## src/rtl/i2c_txn_sequencer.sv

```systemverilog
// i2c_txn_sequencer: round-robin arbiter that expands register read/write requests
// into START/WRITE/READ/STOP primitives for the I2C byte engine.
module i2c_txn_sequencer #(
    parameter int TIMEOUT_CYCLES = 4096,
    localparam int TW = $clog2(TIMEOUT_CYCLES + 1)
) (
    input  logic        CLOCK_50,
    input  logic        reset,
    input  logic [1:0]  req,
    input  logic [13:0] req_dev,
    input  logic [15:0] req_reg,
    input  logic [1:0]  req_rw,
    input  logic [15:0] req_wdata,
    output logic [1:0]  gnt,
    output logic [1:0]  rsp_done,
    output logic [7:0]  rsp_rdata,
    output logic        rsp_err,
    output logic        busy,
    output logic        eng_valid,
    output logic [2:0]  eng_cmd,
    output logic [7:0]  eng_wdata,
    input  logic        eng_ready,
    input  logic        eng_done,
    input  logic [7:0]  eng_rdata,
    input  logic        eng_nack
);
    typedef enum logic [1:0] {IDLE, ISSUE, WAIT, DONE} state_t;
    localparam logic [2:0] C_START = 3'd1, C_WRITE = 3'd2, C_READ = 3'd3, C_STOP = 3'd4;

    state_t        state_q, state_d;
    logic [2:0]    step_q, step_d;
    logic [TW-1:0] cnt_q, cnt_d;
    logic          g_q, g_d, last_q, last_d, rw_q, rw_d, err_q, err_d;
    logic [6:0]    dev_q, dev_d;
    logic [7:0]    reg_q, reg_d, wdata_q, wdata_d, rdata_q, rdata_d;
    logic [1:0]    gnt_d, rsp_done_d;
    logic [7:0]    rsp_rdata_d, eng_wdata_d;
    logic          rsp_err_d, busy_d, eng_valid_d;
    logic [2:0]    eng_cmd_d, cur_cmd, stop_step;

    // Write: START, dev+W, reg, data, STOP. Read: START, dev+W, reg, START, dev+R, READ, STOP.
    function automatic logic [2:0] cmd_of(input logic [2:0] s, input logic rd);
        return (s == 3'd0 || (rd && s == 3'd3)) ? C_START :
               (s == (rd ? 3'd6 : 3'd4)) ? C_STOP :
               (rd && s == 3'd5) ? C_READ : C_WRITE;
    endfunction

    function automatic logic [7:0] wdata_of(input logic [2:0] s, input logic rd,
                                            input logic [6:0] dv, input logic [7:0] rg,
                                            input logic [7:0] wd);
        return (s == 3'd1) ? {dv, 1'b0} :
               (s == 3'd2) ? rg :
               (rd && s == 3'd4) ? {dv, 1'b1} :
               (!rd && s == 3'd3) ? wd : 8'h00;
    endfunction

    assign cur_cmd   = cmd_of(step_q, rw_q);
    assign stop_step = rw_q ? 3'd6 : 3'd4;

    always_ff @(posedge CLOCK_50 or posedge reset) begin
        if (reset) begin
            state_q   <= IDLE;
            step_q    <= '0;
            cnt_q     <= '0;
            g_q       <= 1'b0;
            last_q    <= 1'b1;
            rw_q      <= 1'b0;
            err_q     <= 1'b0;
            dev_q     <= '0;
            reg_q     <= '0;
            wdata_q   <= '0;
            rdata_q   <= '0;
            gnt       <= '0;
            rsp_done  <= '0;
            rsp_rdata <= '0;
            rsp_err   <= 1'b0;
            busy      <= 1'b0;
            eng_valid <= 1'b0;
            eng_cmd   <= '0;
            eng_wdata <= '0;
        end else begin
            state_q   <= state_d;
            step_q    <= step_d;
            cnt_q     <= cnt_d;
            g_q       <= g_d;
            last_q    <= last_d;
            rw_q      <= rw_d;
            err_q     <= err_d;
            dev_q     <= dev_d;
            reg_q     <= reg_d;
            wdata_q   <= wdata_d;
            rdata_q   <= rdata_d;
            gnt       <= gnt_d;
            rsp_done  <= rsp_done_d;
            rsp_rdata <= rsp_rdata_d;
            rsp_err   <= rsp_err_d;
            busy      <= busy_d;
            eng_valid <= eng_valid_d;
            eng_cmd   <= eng_cmd_d;
            eng_wdata <= eng_wdata_d;
        end
    end

    always_comb begin
        state_d = state_q;
        step_d  = step_q;
        cnt_d   = cnt_q;
        g_d     = g_q;
        last_d  = last_q;
        rw_d    = rw_q;
        err_d   = err_q;
        dev_d   = dev_q;
        reg_d   = reg_q;
        wdata_d = wdata_q;
        rdata_d = rdata_q;
        case (state_q)
            IDLE: if (|req) begin
                g_d     = req[~last_q] ? ~last_q : last_q;
                dev_d   = g_d ? req_dev[13:7] : req_dev[6:0];
                reg_d   = g_d ? req_reg[15:8] : req_reg[7:0];
                wdata_d = g_d ? req_wdata[15:8] : req_wdata[7:0];
                rw_d    = req_rw[g_d];
                step_d  = '0;
                err_d   = 1'b0;
                rdata_d = '0;
                state_d = ISSUE;
            end
            ISSUE: if (eng_ready) begin
                cnt_d   = '0;
                state_d = WAIT;
            end
            WAIT: begin
                cnt_d = cnt_q + TW'(1);
                if (eng_done) begin
                    rdata_d = (cur_cmd == C_READ) ? eng_rdata : rdata_q;
                    state_d = (cur_cmd == C_STOP) ? DONE : ISSUE;
                    err_d   = err_q | (cur_cmd == C_WRITE && eng_nack);
                    step_d  = (cur_cmd == C_WRITE && eng_nack) ? stop_step : step_q + 3'd1;
                end else if (cnt_d == TW'(TIMEOUT_CYCLES)) begin
                    err_d   = 1'b1;
                    state_d = (cur_cmd == C_STOP) ? DONE : ISSUE;
                    step_d  = stop_step;
                end
            end
            DONE: begin
                last_d  = g_q;
                state_d = IDLE;
            end
            default: state_d = IDLE;
        endcase
    end

    // Outputs are computed from the next state so they line up with the registered state.
    always_comb begin
        gnt_d       = (state_d == IDLE) ? 2'b00 : (g_d ? 2'b10 : 2'b01);
        rsp_done_d  = (state_d == DONE) ? gnt_d : 2'b00;
        rsp_rdata_d = (state_d == DONE && !err_d) ? rdata_d : 8'h00;
        rsp_err_d   = (state_d == DONE) && err_d;
        busy_d      = state_d != IDLE;
        eng_valid_d = state_d == ISSUE;
        eng_cmd_d   = eng_valid_d ? cmd_of(step_d, rw_d) : 3'd0;
        eng_wdata_d = eng_valid_d ? wdata_of(step_d, rw_d, dev_d, reg_d, wdata_d) : 8'h00;
    end
endmodule

```

## config.mk

```make
export PLATFORM = sky130hd
export DESIGN_NAME = i2c_txn_sequencer
export DESIGN_NICKNAME = d
export VERILOG_FILES = /design/src/rtl/i2c_txn_sequencer.sv
export SDC_FILE = /design/constraint.sdc
export NUM_CORES = 1
export LEC_CHECK = 0
export ABC_CLOCK_PERIOD_IN_PS = 3300
export CAP_MARGIN = 25
export CORE_ASPECT_RATIO = 0.9
export CORE_MARGIN = 1
export CORE_UTILIZATION = 30
export DETAILED_ROUTE_END_ITERATION = 8
export GPL_TIMING_DRIVEN = 0
export PLACE_DENSITY = 0.62
export SYNTH_ARGS = -nofsm -noshare
export SYNTH_HDL_FRONTEND = slang
export SYNTH_SLANG_ARGS = --single-unit
export TNS_END_PERCENT = 100
```

## constraint.sdc

```tcl
create_clock -name CLOCK_50 -period 3.3 [get_ports CLOCK_50]
set_input_delay 0.66 -clock CLOCK_50 [delete_from_list [all_inputs] [get_ports CLOCK_50]]
set_output_delay 0.66 -clock CLOCK_50 [all_outputs]
set_load 0.01 [all_outputs]
```

==> flow_summary.ini, run 1 <==
[global_routing]
grt_max_degree = 52
overflow = 0
grt_pass1_wl_mm = 15.4
grt_usage = 0.150
grt_antenna_before_repair = 0
grt_pass1_vias = 3106

[timing]
setup_viol = 0
hold-worst-slack_ps = 493
fin_setup_tns_ps = 0
maxSlewHeadroom = 0.516
min_period_ps = 3120
tightest_slew_ps = 719
skew_ps = 6.64
final-hold-violation-count = 0
rsz0062_at_grt = false
max_freq_ghz = 0.321
period_share = 0.944
slew_violations = 0

[critical_path]
path_class = reg2reg
worstPathRequired_ps = 3560
crit_arrival_ps = 3380
cp-end-kind = register
crit_path_start_kind = register
path_max_fanout = 8

[clock_network]
cts_root_buffer = clkbuf_16
cts_hold_buf = 0
cts.sinks = 79
clkSlewWorstSetupHoldPaths_ps = 60
clock_latency_ps = 330
cts_max_level = 3
clockBufferDepth = 2
cts_buffers = 9
tritoncts = yes

[route]
wire_per_inst_um = 14.6
drtIter0Drc = 225
detail-route-antenna-nets = 0
wl_mm = 9.64
via_per_inst = 4.89
vias = 3229
drc = 0
drt_first_pass_iters = 4

[floorplanning]
start_util = 0.314
io_pins = 89
coreArea_um2 = 12300
row_count = 38
die_w_um = 122
die_y_um = 110
die-area_um2 = 13300

[yosys]
ys_warn_count = 0
syn-num-nets = 457
yosysSeqAreaShare = 0.513
ys.flop_type = dfrtp_1
syn_area_um2 = 3860
yosysTopAreaCell = dfrtp_1
synth_edf_count = 0
syn_inst = 389
synth_area_leaders = dfrtp_1, nand2_1, mux2i_1
syn_avg_cell_area_um2 = 9.91
async_reset_ff_frac = 1.00
ys_ff_latch = 79
netlist_top_cells_count = dfrtp_1, nand2_1, o21ai_0
synth_top_area_frac = 0.506
synth.most_common_cell = dfrtp_1
ys_types = 54

[finish]
final_nets = 564
fillers = 1137
antennaDiodeCount = 0
final_util = 0.434
syn2layout_area_growth_pct = 38.0
drive_gt1_frac = 0.0838

[run]
cap_viol_max_count = 0

[placed_design]
dp_hpwl_mm = 7.03
gp_congestion = 0.854
io_buffers = 88

[pwr]
max-vdd-ir-drop_mv = 0.402
p_total_uw = 3970
power_leakage_uw = 0.00230
pwr_density_cell_nw_per_um2 = 746

[status]
outcome = finished, final reports clean

[worst_hold_path]
hold_class = reg2reg
==> power by group <==
group          total [uW]  internal (uW)  switching [uW]  leakage (uW)
combinational        1710            674            1040       0.00113
sequential           1370           1230             140       0.00104
clock                 884            508             375      0.000127
total                3970           2420            1550       0.00230
==> state kept, by name, indices dropped and copies added, names as in the netlist, 7 cells and up <==
name and count:
cnt_q 13, eng_wdata 8, rdata_q 8, reg_q 8, rsp_rdata 8, wdata_q 8
dev_q 7
==> cell usage in the layout, fill, tap and decap left out, types with 6 or more instances in the layout <==
cell,instances
a32o_1,6
dfrtp_1,77
nor2_1,18
a21oi_1,8
a22o_1,10
clkbuf_16,9
nand2b_1,7
mux2i_1,26
clkbuf_1,16
nand2_1,70
clkdlybuf4s50_1,88
o21ai_0,51
buf_4,7
nor2b_1,9
inv_1,10
nor3_1,9
==> worst max-delay path: stages, from the launching register on <==
cell and delay (ps):
dfrtp_1 420, ha_4 180, nand3_4 100, or4b_4 560
mux2_4 330, or3_4 370, a31oi_2 210, buf_4 200
nand3_4 80, a211oi_4 390, a32o_1 190
==> metrics by stage <==
stage,instance area [um2],instances,setup WS (ps)
global placement,4940,637,-628
global route,5320,661,51.7
detailed placement,4970,638,-324
floorplan,3860,389,337
CTS,5270,657,25.3
finish,5320,661,185
==> metal layers <==
layer	GRT usage	part of all wire
met4	0.0564	0.013
met3	0.0207	0.061
met5	0	0
met2	0.240	0.47
met1	0.205	0.46
==> what timing repair did <==
action                                  in CTS  in global routing
pin swaps                                    1                  2
gates resized for setup                      0                  6
buffers inserted                             3                  4
endpoints found under the setup margin       1                 10
==> path summary, 6_finish.rpt <==
| kind | cells after the start | from | to | slack [ps] |
|---|---|---|---|---|
| worst min-delay path | 2 | reg_q[1] | reg_q[1] | 490 |
| worst max-delay path | 10 | cnt_q[1] | eng_wdata[1] | 180 |
| max in group asynchronous | 3 | reset | last_q | 2010 |
| worst max register to register | 10 | cnt_q[1] | eng_wdata[1] | 180 |
| worst min register to register | 2 | reg_q[1] | reg_q[1] | 490 |
| min in group asynchronous | 2 | reset | rdata_q[2] | 680 |
==> cell families (layout without fill, tap and decap cells) <==
group,Yosys count,count (layout),synth area share
multiplexers,29,29,0.0772
buffers and inverters,29,141,0.0295
AND/OR/NAND/NOR,137,137,0.173
adder cells (fa/ha/maj),5,5,0.0162
XOR/XNOR,5,5,0.0114
flip-flops,79,79,0.513
AO/OA/AOI/OAI,105,105,0.180
==> layout make-up <==
cell class,instances,area (um2),area share
tap,160,200,0.0376
buffer,15,61.3,0.0115
sequential,79,1980,0.372
timing repair buffer,96,973,0.183
inverter,14,55.1,0.0103
clock buffer,12,236,0.0444
clock inverter,4,26.3,0.00494
multi-input combinational,281,1790,0.336
Power figures use the tool's default switching activity.
==> inputs of run 2 (changes only) <==
--- a/config.mk
+++ b/config.mk
@@ -7,12 +7,14 @@
 export LEC_CHECK = 0
 export ABC_CLOCK_PERIOD_IN_PS = 3300
 export CAP_MARGIN = 25
+export CELL_PAD_IN_SITES_DETAIL_PLACEMENT = 0
+export CELL_PAD_IN_SITES_GLOBAL_PLACEMENT = 2
 export CORE_ASPECT_RATIO = 0.9
 export CORE_MARGIN = 1
 export CORE_UTILIZATION = 30
 export DETAILED_ROUTE_END_ITERATION = 8
 export GPL_TIMING_DRIVEN = 0
-export PLACE_DENSITY = 0.62
+export PLACE_DENSITY = 0.88
 export SYNTH_ARGS = -nofsm -noshare
 export SYNTH_HDL_FRONTEND = slang
 export SYNTH_SLANG_ARGS = --single-unit
==> run 2 against run 1 <==
  * Utilization grew 0.27 points
  * Critical endpoint is now eng_wdata[5]
  * Critical path depth is the same
  * Sequential share of layout area shrank 0.20 points
  * Die area is the same
  * Worst hold slack gained 1.3 ps
  * Maximum frequency shrank 0.66%
  * Setup slack lost 21 ps
  * Largest cell class unchanged
  * Sequential power is essentially flat
==> flow_summary.ini, run 2 (synthesis results as in run 1) <==
[finish]
max_flop_register = cnt_q
syn2layout_area_growth_pct = 38.8
largest_reg_flops = 13
antennaDiodeCount = 0
layout_commonest_cell = clkdlybuf4s50_1
drive_gt1_frac = 0.0862
final_area_um2 = 5350
layout_common_cells = clkdlybuf4s50_1, dfrtp_1, nand2_1, o21ai_0, mux2i_1
final_nets = 562

[critical_path]
crit_arrival_ps = 3390
worstPathRequired_ps = 3560
path_max_fanout = 7
path_class = reg2reg
cp-end-kind = register
crit_path_start_kind = register

[clock_network]
cts_buffers = 9
cts_max_level = 3
cts_root_buffer = clkbuf_16
cts.sinks = 79
tritoncts = yes
clockBufferDepth = 2
clkSlewWorstSetupHoldPaths_ps = 60
cts_hold_buf = 0
clock_latency_ps = 330

[global_routing]
grt_usage = 0.150
grt_antenna_before_repair = 0
grt_max_degree = 42
grt_pass1_vias = 3043
overflow = 0
grt_pass1_wl_mm = 15.4

[floorplanning]
start_util = 0.314
die_w_um = 122
io_pins = 89
die-area_um2 = 13300
coreArea_um2 = 12300
die_y_um = 110
row_count = 38

[placed_design]
dpl_worst_slack_ps = -208
placed_area_um2 = 4960
dp_hpwl_mm = 7.03
gp_congestion = 0.789
io_buffers = 88

[route]
drtIter0Drc = 234
detail-route-antenna-nets = 0
vias = 3193
drc = 0
drt_first_pass_iters = 4
wl_mm = 9.59
via_per_inst = 4.85
wire_per_inst_um = 14.6

[worst_hold_path]
hold_class = reg2reg

[timing]
min_period_ps = 3140
finalWorstSetupSlack_ps = 164
slew_violations = 0
hold-worst-slack_ps = 494
rsz0062_at_grt = false
period_share = 0.950
maxSlewHeadroom = 0.435
setup_viol = 0
final-hold-violation-count = 0
tightest_slew_ps = 838
max_freq_ghz = 0.319
skew_ps = 12.2

[status]
outcome = finished, final reports clean

[pwr]
p_switching_uw = 1570
netSwitchingFraction = 0.380
comb_power_share = 0.410
max-vdd-ir-drop_mv = 0.319
sequentialPowerShare = 0.333
pwr-share-clk = 0.257
power_leakage_uw = 0.00231
pwr_density_cell_nw_per_um2 = 771
p_int_uw = 2560

[run]
cap_viol_max_count = 0
==> run 2: layout make-up <==
type / count / area [um2]
Inverter: 14 / 55.1
Clock buffer: 10 / 229
Timing Repair Buffer: 94 / 938
Buffer: 15 / 70.1
Clock inverter: 6 / 93.8
Sequential cell: 79 / 1980
Multi-Input combinational cell: 281 / 1790
Fill cell: 1168 / 6910
Tap cell: 160 / 200
==> run 2: what timing repair did <==
action / in CTS / in global routing
pin swaps: 1 / 2
setup endpoints to repair: 4 / 11
buffers inserted: 3 / 2
gates resized for setup: 0 / 10
==> run 2: layer usage <==
metal | part of all wire | wire [um] | global-route usage
met4 | 0.0078 | 75 | 0.0397
met3 | 0.044 | 426 | 0.0301
met5 | 0 | 0 | 0
met2 | 0.46 | 4400 | 0.234
met1 | 0.49 | 4690 | 0.210
==> run 2: worst paths after layout <==
| path | start | end | slack [ps] | depth (start not counted) |
|---|---|---|---|---|
| setup / recovery | cnt_q[0] | eng_wdata[5] | 160 | 10 |
| hold / removal | wdata_q[2] | wdata_q[2] | 490 | 2 |
| setup reg to reg | cnt_q[0] | eng_wdata[5] | 160 | 10 |
| hold reg to reg | wdata_q[2] | wdata_q[2] | 490 | 2 |
| max in group asynchronous | reset | step_q[2] | 1990 | 3 |
| min in group asynchronous | reset | state_q[0] | 730 | 2 |
==> run 2: critical path, stage by stage (launching register included) <==
cell and delay (ps):
dfrtp_2 430, ha_4 180, nand3_4 110, or4b_4 560
mux2_4 340, or3_4 370, a31oi_1 230, buf_4 180
nand3_4 70, a211oi_4 410, a32o_1 190
==> run 2: through the flow <==
| step | total power, uW | cells | utilization | setup TNS, ps |
|---|---|---|---|---|
| finish | 4130 | 659 | 0.436 | 0 |
| global route | 4480 | 659 | 0.436 | 0 |
| CTS | 4140 | 657 | 0.432 | 0 |
| detailed placement | 3030 | 638 | 0.404 | -626 |
| global placement | 3000 | 637 | 0.402 | -51330 |
| floorplan | 2450 | 389 | - | 0 |
==> run 2: power groups by stage <==
stage                     Combinational (uW)  Clock [uW]  Sequential [uW]
after global placement                  1620           0             1380
after detailed placement                1650           0             1380
after global routing                    1930        1140             1410
final                                   1690        1060             1380
after floorplan                         1070           0             1380
after CTS                               1690        1090             1370
==> inputs of run 3 (changes only) <==
--- a/config.mk
+++ b/config.mk
@@ -15,6 +15,7 @@
 export DETAILED_ROUTE_END_ITERATION = 8
 export GPL_TIMING_DRIVEN = 0
 export PLACE_DENSITY = 0.88
+export SLEW_MARGIN = 20
 export SYNTH_ARGS = -nofsm -noshare
 export SYNTH_HDL_FRONTEND = slang
 export SYNTH_SLANG_ARGS = --single-unit
==> results of run 3 <==
No change in the layout: final DEF, timing and power equal those of run 2.
